**src/rtl/mole_pkg.sv**
```systemverilog
// Shared types and constants for the whack-a-mole round controller.
package mole_pkg;

  localparam int unsigned TYPE_W   = 3;
  localparam int unsigned DIGITS   = 4;
  localparam int unsigned LEVEL_W  = 4;
  localparam int unsigned LIVES_W  = 2;
  localparam int unsigned SCORE_W  = 14;
  localparam int unsigned PTS_W    = 5;

  localparam int unsigned SCORE_MAX = 9999;
  localparam int unsigned MAX_LEVEL = 8;

  localparam int unsigned PTS_NORMAL = 1;
  localparam int unsigned PTS_ROYAL  = 2;
  localparam int unsigned PTS_CHIEF  = 5;

  localparam logic [TYPE_W-1:0] TYPE_PLAGUE = 3'd0;
  localparam logic [TYPE_W-1:0] TYPE_NORMAL = 3'd1;
  localparam logic [TYPE_W-1:0] TYPE_ROYAL  = 3'd2;
  localparam logic [TYPE_W-1:0] TYPE_CHIEF  = 3'd3;
  localparam logic [TYPE_W-1:0] TYPE_ERR    = 3'd6;

  typedef enum logic [2:0] {
    ST_IDLE  = 3'd0,
    ST_SPAWN = 3'd1,
    ST_SHOW  = 3'd2,
    ST_JUDGE = 3'd3,
    ST_GAP   = 3'd4,
    ST_OVER  = 3'd5
  } state_t;

  // Latched mole as sampled from the generator.
  typedef struct packed {
    logic [TYPE_W-1:0] mtype;
    logic [DIGITS-1:0] anode;
  } mole_t;

  // Base points for a whack on the given type; non-scoring types give 0.
  function automatic logic [PTS_W-1:0] type_points(input logic [TYPE_W-1:0] t);
    case (t)
      TYPE_NORMAL: return PTS_W'(PTS_NORMAL);
      TYPE_ROYAL:  return PTS_W'(PTS_ROYAL);
      TYPE_CHIEF:  return PTS_W'(PTS_CHIEF);
      default:     return '0;
    endcase
  endfunction

endpackage

```
**src/rtl/mole_window_timer.sv**
```systemverilog
// Loadable tick-driven down-counter; done_c flags the tick that brings it to zero.
module mole_window_timer #(
  parameter int unsigned W = 8
) (
  input  logic         clk,
  input  logic         restart_n,
  input  logic         load,
  input  logic [W-1:0] load_val,
  input  logic         en,
  output logic         done_c
);

  logic [W-1:0] count_q;

  // Load has priority, so a tick in the load cycle is dropped.
  always_ff @(posedge clk or negedge restart_n) begin
    if (!restart_n) begin
      count_q <= '0;
    end else if (load) begin
      count_q <= load_val;
    end else if (en && (count_q != '0)) begin
      count_q <= count_q - W'(1);
    end
  end

  assign done_c = en && (count_q <= W'(1));

endmodule

```
**src/rtl/mole_round_controller.sv**
```systemverilog
// Whack-a-mole round sequencer: spawns, shows and judges moles, keeps score/lives/level.
// Optional feature: define STREAK_BONUS_EN to double points from the 5th consecutive hit.
module mole_round_controller
  import mole_pkg::*;
#(
  parameter int unsigned SHOW_BASE_TICKS = 40,
  parameter int unsigned SHOW_STEP       = 4,
  parameter int unsigned SHOW_MIN_TICKS  = 8,
  parameter int unsigned GAP_TICKS       = 10,
  parameter int unsigned HITS_PER_LEVEL  = 10,
  parameter int unsigned START_LIVES     = 3
) (
  input  logic               clk,
  input  logic               restart_n,
  input  logic               tick,
  input  logic               start,
  input  logic [DIGITS-1:0]  btn,
  input  logic [TYPE_W-1:0]  gen_type,
  input  logic [DIGITS-1:0]  gen_anode,
  output logic [LEVEL_W-1:0] level,
  output logic               mole_visible,
  output logic [DIGITS-1:0]  mole_anode,
  output logic [TYPE_W-1:0]  mole_type,
  output logic [SCORE_W-1:0] score,
  output logic [LIVES_W-1:0] lives,
  output logic               hit_pulse,
  output logic               miss_pulse,
  output logic               game_over
);

  localparam int unsigned TMAX    = (SHOW_BASE_TICKS > GAP_TICKS) ? SHOW_BASE_TICKS : GAP_TICKS;
  localparam int unsigned TIMER_W = $clog2(TMAX + 1);
  localparam int unsigned HITS_W  = $clog2(HITS_PER_LEVEL + 1);
  localparam int unsigned SUM_W   = SCORE_W + 1;

  state_t               state_q, state_d;
  mole_t                mole_q;
  logic                 whacked_q;
  logic [HITS_W-1:0]    hits_q;

  logic                 timer_load_c, timer_en_c, timer_done_c;
  logic [TIMER_W-1:0]   timer_val_c, window_c;
  logic [31:0]          reduce_c;
  logic                 game_start_c, spawn_ok_c, whack_c, show_end_c;
  logic                 judge_c, score_hit_c, life_loss_c;
  logic [PTS_W-1:0]     pts_c;
  logic [SUM_W-1:0]     sum_c;

`ifdef STREAK_BONUS_EN
  logic [2:0]           streak_q, streak_next_c;
`endif

  assign mole_anode = mole_q.anode;
  assign mole_type  = mole_q.mtype;

  assign timer_en_c = tick && ((state_q == ST_SHOW) || (state_q == ST_GAP));

  mole_window_timer #(.W(TIMER_W)) u_timer (
    .clk      (clk),
    .restart_n(restart_n),
    .load     (timer_load_c),
    .load_val (timer_val_c),
    .en       (timer_en_c),
    .done_c   (timer_done_c)
  );

  // Show window for the current level, floored at SHOW_MIN_TICKS.
  always_comb begin
    reduce_c = (32'(level) - 32'd1) * SHOW_STEP;
    if (SHOW_BASE_TICKS >= reduce_c + SHOW_MIN_TICKS) begin
      window_c = TIMER_W'(SHOW_BASE_TICKS - reduce_c);
    end else begin
      window_c = TIMER_W'(SHOW_MIN_TICKS);
    end
  end

  // Judge outcome: loss when whacking a plague or letting any other type time out.
  assign judge_c     = (state_q == ST_JUDGE);
  assign score_hit_c = judge_c && whacked_q && (mole_q.mtype != TYPE_PLAGUE);
  assign life_loss_c = judge_c && (whacked_q == (mole_q.mtype == TYPE_PLAGUE));

  // Points for this hit and the unsaturated new score.
  always_comb begin
    pts_c = type_points(mole_q.mtype);
`ifdef STREAK_BONUS_EN
    streak_next_c = (streak_q == 3'd7) ? 3'd7 : streak_q + 3'd1;
    if (streak_next_c >= 3'd5) begin
      pts_c = pts_c << 1;
    end
`endif
    sum_c = SUM_W'(score) + SUM_W'(pts_c);
  end

  // State register.
  always_ff @(posedge clk or negedge restart_n) begin
    if (!restart_n) begin
      state_q <= ST_IDLE;
    end else begin
      state_q <= state_d;
    end
  end

  // Next-state and per-cycle control strobes.
  always_comb begin
    state_d      = state_q;
    timer_load_c = 1'b0;
    timer_val_c  = '0;
    game_start_c = 1'b0;
    spawn_ok_c   = 1'b0;
    whack_c      = 1'b0;
    show_end_c   = 1'b0;
    case (state_q)
      ST_IDLE, ST_OVER: begin
        if (start) begin
          game_start_c = 1'b1;
          state_d      = ST_SPAWN;
        end
      end
      ST_SPAWN: begin
        if ((gen_type != TYPE_ERR) && $onehot(~gen_anode)) begin
          spawn_ok_c   = 1'b1;
          timer_load_c = 1'b1;
          timer_val_c  = window_c;
          state_d      = ST_SHOW;
        end
      end
      ST_SHOW: begin
        whack_c = $onehot(btn) && (btn == ~mole_q.anode);
        if (whack_c || timer_done_c) begin
          show_end_c = 1'b1;
          state_d    = ST_JUDGE;
        end
      end
      ST_JUDGE: begin
        timer_load_c = 1'b1;
        timer_val_c  = TIMER_W'(GAP_TICKS);
        state_d      = (life_loss_c && (lives == LIVES_W'(1))) ? ST_OVER : ST_GAP;
      end
      ST_GAP: begin
        if (timer_done_c) begin
          state_d = ST_SPAWN;
        end
      end
      default: state_d = ST_IDLE;
    endcase
  end

  // Game datapath: latched mole, score, lives, level and pulses.
  always_ff @(posedge clk or negedge restart_n) begin
    if (!restart_n) begin
      mole_q       <= '{mtype: TYPE_PLAGUE, anode: '1};
      mole_visible <= 1'b0;
      whacked_q    <= 1'b0;
      hits_q       <= '0;
      level        <= LEVEL_W'(1);
      score        <= '0;
      lives        <= LIVES_W'(START_LIVES);
      hit_pulse    <= 1'b0;
      miss_pulse   <= 1'b0;
      game_over    <= 1'b0;
    end else begin
      hit_pulse  <= score_hit_c;
      miss_pulse <= life_loss_c;
      game_over  <= (state_d == ST_OVER);
      if (game_start_c) begin
        score  <= '0;
        lives  <= LIVES_W'(START_LIVES);
        level  <= LEVEL_W'(1);
        hits_q <= '0;
      end
      if (spawn_ok_c) begin
        mole_visible <= 1'b1;
        mole_q       <= '{mtype: gen_type, anode: gen_anode};
      end
      if (show_end_c) begin
        mole_visible <= 1'b0;
        mole_q.anode <= '1;
        whacked_q    <= whack_c;
      end
      if (score_hit_c) begin
        score <= (sum_c > SUM_W'(SCORE_MAX)) ? SCORE_W'(SCORE_MAX) : sum_c[SCORE_W-1:0];
        if (hits_q == HITS_W'(HITS_PER_LEVEL - 1)) begin
          hits_q <= '0;
          if (level < LEVEL_W'(MAX_LEVEL)) begin
            level <= level + LEVEL_W'(1);
          end
        end else begin
          hits_q <= hits_q + HITS_W'(1);
        end
      end
      if (life_loss_c) begin
        lives <= lives - LIVES_W'(1);
      end
    end
  end

`ifdef STREAK_BONUS_EN
  // Consecutive-hit counter; any non-scoring judgement breaks the streak.
  always_ff @(posedge clk or negedge restart_n) begin
    if (!restart_n) begin
      streak_q <= '0;
    end else if (game_start_c || (judge_c && !score_hit_c)) begin
      streak_q <= '0;
    end else if (score_hit_c) begin
      streak_q <= streak_next_c;
    end
  end
`endif

endmodule

```
**config.mk**
```make
export PLATFORM = sky130hd
export DESIGN_NAME = mole_round_controller
export DESIGN_NICKNAME = d
export VERILOG_FILES = /design/src/rtl/mole_pkg.sv /design/src/rtl/mole_window_timer.sv /design/src/rtl/mole_round_controller.sv
export SDC_FILE = /design/constraint.sdc
export NUM_CORES = 1
export LEC_CHECK = 0
export ABC_AREA = 1
export CORE_MARGIN = 3
export CORE_UTILIZATION = 53
export CTS_CLUSTER_DIAMETER = 30
export DETAILED_ROUTE_END_ITERATION = 12
export PLACE_DENSITY = 0.78
export SKIP_LAST_GASP = 1
export SLEW_MARGIN = 20
export SYNTH_ARGS = -nofsm -noshare
export SYNTH_HDL_FRONTEND = slang
export SYNTH_SLANG_ARGS = --single-unit
```
**constraint.sdc**
```tcl
create_clock -name clk -period 3.36 [get_ports clk]
set_clock_uncertainty 0.15 [all_clocks]
set_input_delay 0.336 -clock clk [delete_from_list [all_inputs] [get_ports clk]]
set_output_delay 0.336 -clock clk [all_outputs]
set_load 0.05 [all_outputs]
```
==> results by group, run 1 <==
Synth
  – Netlist Area Pre-Place: just over 3000 sq um
  – Post-synthesis mux area share: 0%
  – Library cells used by synthesis: 35
  – Register bit total from synthesis: 45
  – Post-synth top area cell: dfrtp_1
  – Warnings, synthesis: 0
  – Largest family of logic cells by synthesized area: simple AND/OR/NAND/NOR gates
  – Syn_nets: 456
  – Mapped Cells: 417
  – Number of synthesized flops with an enable pin: 0
  – Simple-Gate Fraction of Synth Area: ~32%
  – Post-synth ARST share: 100%
  – Yosys top cell area share: 30.8%
  – Compound-cell area share of the yosys netlist: about 7.5%
  – Post-Synth XOR/XNOR Area: between 3 and 4%
  – Seq/Total Area, Yosys: a little under two fifths
  – Most frequent cell after synthesis: nand2_1
  – Synth area leaders: dfrtp_1 31%, nand2_1 14%, ha_1 8.5%
  – Synth Area per Inst: approximately 7.4 sq um
  – Synth cell count leaders: 112 x nand2_1, 57 x inv_1, 46 x nor2_1
  – Post-Synth Adder-Cell Area: a little over a tenth
  – Primary FF master, synth: dfrtp_1

Placement
  – Placed cells: 530
  – RePlAce Congestion: a little under 0.9
  – DP HPWL: just over 5 mm
  – PortBufs: 45

Setup path
  – Crit path DAT: 3030 ps
  – CP required: 3410 ps
  – Crit path max fanout: 13
  – CP dominant cell by count: nand2_1
  – Crit path largest cell delay: roughly 450 ps
  – Crit-path slowest cell: fa_1
  – Critical-path cell list: nor3_1 -> inv_1 -> fa_1 -> inv_1 -> nand3_1 -> nand2_1 -> nand3b_1 -> nand2_1 -> inv_2 -> nor2_1 -> nand2_1 -> nand2_1 -> nand2_1 -> nand2_2 -> nand2_1 -> nand2_1 -> nand2_1
  – Setup Crit Path Kind: reg -> reg
  – FF-to-FF setup slack: between 300 and 400 ps
  – Critical Path Sink Type: flip-flop
  – CP startpoint kind: flip-flop
  – CP Buf/Inv Count: 3
  – Cell family with most CP delay: simple AND/OR/NAND/NOR gates

GRT
  – Initial antenna violation count: 0
  – Total global routing track utilization: between 20% and 30%
  – Congestion Overflow GR: 0
  – Vias in the first global route: 2579
  – First-pass GRT wire length: between 10 and 15 mm
  – Largest net degree at the start of global routing: 46

Finish
  – Proportion of layout cells with a drive suffix above 1: ~9.0%
  – Antenna cells: 0
  – Fin util: about two thirds
  – Nets: ~510
  – Non-filler cells, final: ~540
  – P&R area growth vs syn: 20.4%

Clock tree
  – TritonCTS clock tree: done
  – # H-tree levels: 2
  – Max clock buf depth: 2
  – CTS resizes: 0
  – Root buffer cell: clkbuf_8
  – Clock slew at reported path FFs: roughly 90 ps
  – Clk sink count: 45
  – Clk Latency, worst-skew pair: approximately 300 ps
  – Inserted Clock Buffers: 5

Die
  – CORE AREA: 5570 sq um
  – Rows: 27
  – Initial Utilization: 55.4%
  – Die ar.: 6770 sq um
  – Die Span X: between 80 and 90 um
  – I/O pins: 46
  – Die Y: a little over 80 um

STA
  – RSZ-0062 raised after global routing: no
  – Fmax: approximately 340 MHz
  – Crit path time final: 2980 ps
  – Setup violators final: 0
  – Worst-margin pin slew: between 500 and 600 ps
  – Slew Viols, Final: 0
  – Hold Slack: 346 ps
  – Slew HR: a little over 60%
  – Setup TNS: 0 ps
  – Period utilisation layout: about nine tenths
  – Final hold viol count: 0

Detailed routing
  – Average wire per standard cell: 12.9 um
  – DRT Wirelength: just under 7 mm
  – DRC violations left: 0
  – Starting DRT DRC Count: between 150 and 200
  – Vias: 2816
  – Met1 Routed Length: 3.26 mm
  – Initial DRT Pass Iterations: 4
  – Highest Signal Layer: met4
  – Met3 WL: around 330 um
  – ANT nets after route: 0
  – Via density: 5.22
  – Met2 WL: between 3 and 4 mm

Power
  – Max rail drop VDD: approximately 400 uV
  – Power per cell area: 601 nW/um^2
  – Power, Total: between 2000 and 2500 uW
  – Leak: about 0.0019 uW

Hold path
  – Hold Crit Class: reg -> reg

Job
  – Max-cap viol count: 0

Status
  – Status: completed
==> worst min-delay path, cell delays in order, from the launching register on <==
cell and delay [ps]:
dfstp_2 380, inv_1 60, a21oi_1 60
==> repair_timing <==
item | 4_1_cts | 5_1_grt
endpoints found under the hold margin | 0 | 38
setup endpoints to repair | 0 | 0
buffers inserted | 0 | 0
hold buffers | 0 | 1
==> logic make-up after synthesis <==
logic type	count (synthesis)
AO/OA/AOI/OAI	40
flip-flops	45
AND/OR/NAND/NOR	227
buffers and inverters	67
XOR/XNOR	14
adder cells (fa/ha/maj)	24
==> report_power, final <==
part / internal, uW / switching [uW] / total (uW)
Clock: 221 / 190 / 411
Combinational: 352 / 664 / 1020
Sequential: 692 / 113 / 805
==> worst paths after layout <==
path	depth (start not counted)	to	start
worst min register to register	2	lives[1]	lives[1]
max in group asynchronous	2	u_timer.count_q[2]	restart_n
worst max-delay path	17	score[1]	mole_type[2]
worst max register to register	17	score[1]	mole_type[2]
min in group asynchronous	2	whacked_q	restart_n
worst min-delay path	2	lives[1]	lives[1]
==> state kept, by name, indices dropped and copies added, names as in the netlist <==
| signal | cells |
|---|---|
| game_over | 1 |
| hit_pulse | 1 |
| hits_q | 4 |
| level | 4 |
| lives | 2 |
| miss_pulse | 1 |
| mole_anode | 4 |
| mole_type | 3 |
| mole_visible | 1 |
| score | 14 |
| state_q | 3 |
| u_timer.count_q | 6 |
| whacked_q | 1 |
==> metal layers <==
metal | track usage, % | up-vias
met4 | 5.48 | 0
li1 | - | 1425
met3 | 4.23 | 5
met5 | 0 | -
met2 | 35.6 | 66
met1 | 29.6 | 1320
==> cell type report <==
cell class / count / area (sq um)
Clock buffer: 6 / 72.6
Clock inverter: 2 / 35.0
Fill cell: 468 / 1860
Inverter: 61 / 229
Multi-Input combinational cell: 305 / 1680
Sequential cell: 45 / 1130
Tap cell: 72 / 90.1
Timing Repair Buffer: 48 / 473
==> metrics by stage <==
step                setup WS, ps  instance area [sq um]
floorplan                    507                   3090
global placement             342                   3590
detailed placement           276                   3590
CTS                          393                   3700
global route                97.0                   3710
finish                       381                   3710
==> placed cells by master (no fill, tap or decap), drive strengths merged, types with 6 or more instances in the layout <==
master,netlist,routed
nor3,7,7
nand3,32,32
xor2,7,7
nand2,121,121
inv,61,61
nor2,51,51
clkbuf,1,6
a21oi,11,11
dfrtp,38,38
dfstp,7,7
nand4,8,8
o21ai,16,16
ha,21,21
xnor2,7,7
clkdlybuf4s50,0,44
Power figures use the tool's default switching activity.
==> inputs of run 2 (changes only) <==
--- a/config.mk
+++ b/config.mk
@@ -9,6 +9,7 @@
 export CORE_MARGIN = 3
 export CORE_UTILIZATION = 53
 export CTS_CLUSTER_DIAMETER = 30
+export CTS_CLUSTER_SIZE = 25
 export DETAILED_ROUTE_END_ITERATION = 12
 export PLACE_DENSITY = 0.78
 export SKIP_LAST_GASP = 1
==> constraint.sdc (replaced) <==
create_clock -name clk -period 2.9 [get_ports clk]
set_clock_uncertainty 0.15 [all_clocks]
set_input_delay 0.29 -clock clk [delete_from_list [all_inputs] [get_ports clk]]
set_output_delay 0.29 -clock clk [all_outputs]
set_load 0.05 [all_outputs]
==> results by group, run 2 (same netlist as run 1, synthesis figures left out) <==
Die
  – Die ar.: 6770 sq um
  – Die Y: between 80 and 90 um
  – CORE AREA: between 5000 and 6000 sq um
  – I/O pins: 46
  – Initial Utilization: between 50% and 60%
  – Die Span X: between 80 and 90 um
  – Rows: 27

Status
  – Status: completed

STA
  – Final hold viol count: 0
  – Setup violators final: 0
  – Slew Viols, Final: 0
  – Worst-margin pin slew: around 560 ps
  – Setup TNS: 0 ps
  – Crit path time final: 2690 ps
  – Fmax: 372 MHz
  – Slew HR: roughly 63%
  – RSZ-0062 raised after global routing: no
  – PnR worst setup slack: 215 ps
  – Period utilisation layout: between 90% and 100%

Detailed routing
  – ANT nets after route: 0
  – Vias: 2851
  – Average wire per standard cell: around 13 um
  – Initial DRT Pass Iterations: 4
  – Starting DRT DRC Count: ~110
  – Via density: about 5.2
  – DRC violations left: 0
  – DRT Wirelength: ~7.0 mm

GRT
  – Congestion Overflow GR: 0
  – Total global routing track utilization: between 20 and 25%
  – First-pass GRT wire length: ~12 mm
  – Largest net degree at the start of global routing: 46
  – Initial antenna violation count: 0
  – Vias in the first global route: 2625

Finish
  – P&R area growth vs syn: 24.2%
  – Proportion of layout cells with a drive suffix above 1: around 13%
  – Non-filler cells, final: between 500 and 600
  – Most frequent cells in the layout: 110 x nand2_1, 55 x inv_1, 46 x nor2_1, 44 x clkdlybuf4s50_1, 38 x dfrtp_1
  – Antenna cells: 0
  – Commonest non-fill, non-tap cell in the layout: nand2_1
  – Fin area: around 3800 sq um
  – Biggest regs: score x14, u_timer.count_q x6
  – Number of flip-flops in the largest register: 14
  – Most flops, register: score
  – Nets: 516

Clock tree
  – TritonCTS clock tree: done
  – Inserted Clock Buffers: 5
  – Root buffer cell: clkbuf_8
  – Clk Latency, worst-skew pair: roughly 300 ps
  – Clock slew at reported path FFs: 80 ps
  – # H-tree levels: 2
  – Max clock buf depth: 2
  – Clk sink count: 45

Power
  – Power, Total: 2680 uW
  – Max rail drop VDD: between 500 and 600 uV
  – Power per cell area: roughly 700 nW/um^2
  – Leak: approximately 0.0019 uW

Setup path
  – Critical Path Sink Type: flip-flop
  – Crit path max fanout: 4
  – Crit path largest cell delay: 540 ps
  – CP required: 2980 ps
  – Crit-path slowest cell: fa_1
  – Setup Crit Path Kind: in -> reg
  – Crit path DAT: 2770 ps
  – CP startpoint kind: input pin
  – CP dominant cell by count: inv_1
  – Critical-path cell list: clkdlybuf4s50_1 -> fa_1 -> inv_1 -> ha_1 -> ha_1 -> nor2_1 -> nand2_1 -> a31oi_1 -> nand2_1 -> inv_1 -> o21ai_0 -> inv_1 -> nand4_1 -> a21oi_1
  – Cell family with most CP delay: adder cells
  – CP Buf/Inv Count: 4

Placement
  – PortBufs: 45
  – Placed cells: about 540
  – DP HPWL: between 5 and 6 mm
  – RePlAce Congestion: between 0.8 and 0.9
  – Area of placed instances: between 3000 and 4000 sq um
  – Setup slack at placement: -112 ps

Hold path
  – Hold Crit Class: reg -> reg

Job
  – Max-cap viol count: 0
run 2: changes by cell type in the layout (fill, tap and decap cells not counted), moves of 2 or more:
cell     delta
nand2_4     +2
buf_4      +10
inv_2       +2
inv_1       -2
nand2_1     -2
run 2: repair_timing:
item                                    4_1_cts  5_1_grt
setup buffers                                 0        1
hold buffers                                  0        1
endpoints found under the setup margin        0       16
endpoints found under the hold margin         0       38
resized for setup                             0        9
run 2: worst paths after layout:
| kind | from | to | slack, ps | depth (start not counted) |
|---|---|---|---|---|
| max | gen_anode[0] | u_timer.count_q[5] | 210 | 14 |
| min | lives[1] | lives[1] | 350 | 2 |
| max reg2reg | mole_type[0] | score[6] | 290 | 18 |
| min reg2reg | lives[1] | lives[1] | 350 | 2 |
| max in group asynchronous | restart_n | mole_anode[2] | 1840 | 2 |
| min in group asynchronous | restart_n | game_over | 380 | 2 |
run 2: routing by layer:
metal / global-route usage (%) / wire length, um / vias up / share of wire (%)
li1: - / - / 1448 / -
met1: 28.7 / 3240 / 1347 / 47
met2: 35.8 / 3340 / 48 / 48
met3: 4.23 / 274 / 8 / 3.9
met4: 6.64 / 110 / 0 / 1.6
met5: 0 / 0 / - / 0
run 2: report_power, final:
part | total, uW | internal [uW] | switching [uW]
sequential | 926 | 802 | 124
clock | 505 | 280 | 224
combinational | 1240 | 460 | 785
total | 2680 | 1540 | 1130
run 2: final cells by class:
class | instances | area [sq um]
Fill cell | 455 | 1740
Clock inverter | 2 | 37.5
Tap cell | 72 | 90.1
Inverter | 61 | 229
Multi-Input combinational cell | 306 | 1710
Sequential cell | 45 | 1130
Clock buffer | 6 | 82.6
Timing Repair Buffer | 58 | 548
run 2: metrics by stage:
stage	utilization [%]	hold WS, ps
floorplan	-	-156
global placement	65.7	331
detailed placement	65.7	339
CTS	67.9	33.2
global route	68.8	378
finish	68.8	345
run 2: worst reg2reg max path: cells and delay by family, from the launching register on:
family / cells / cell delay [ps]
buffers and inverters: 4 / 350
DFF: 1 / 390
and+or+nand+nor: 12 / 1060
adders and majority gates: 2 / 560
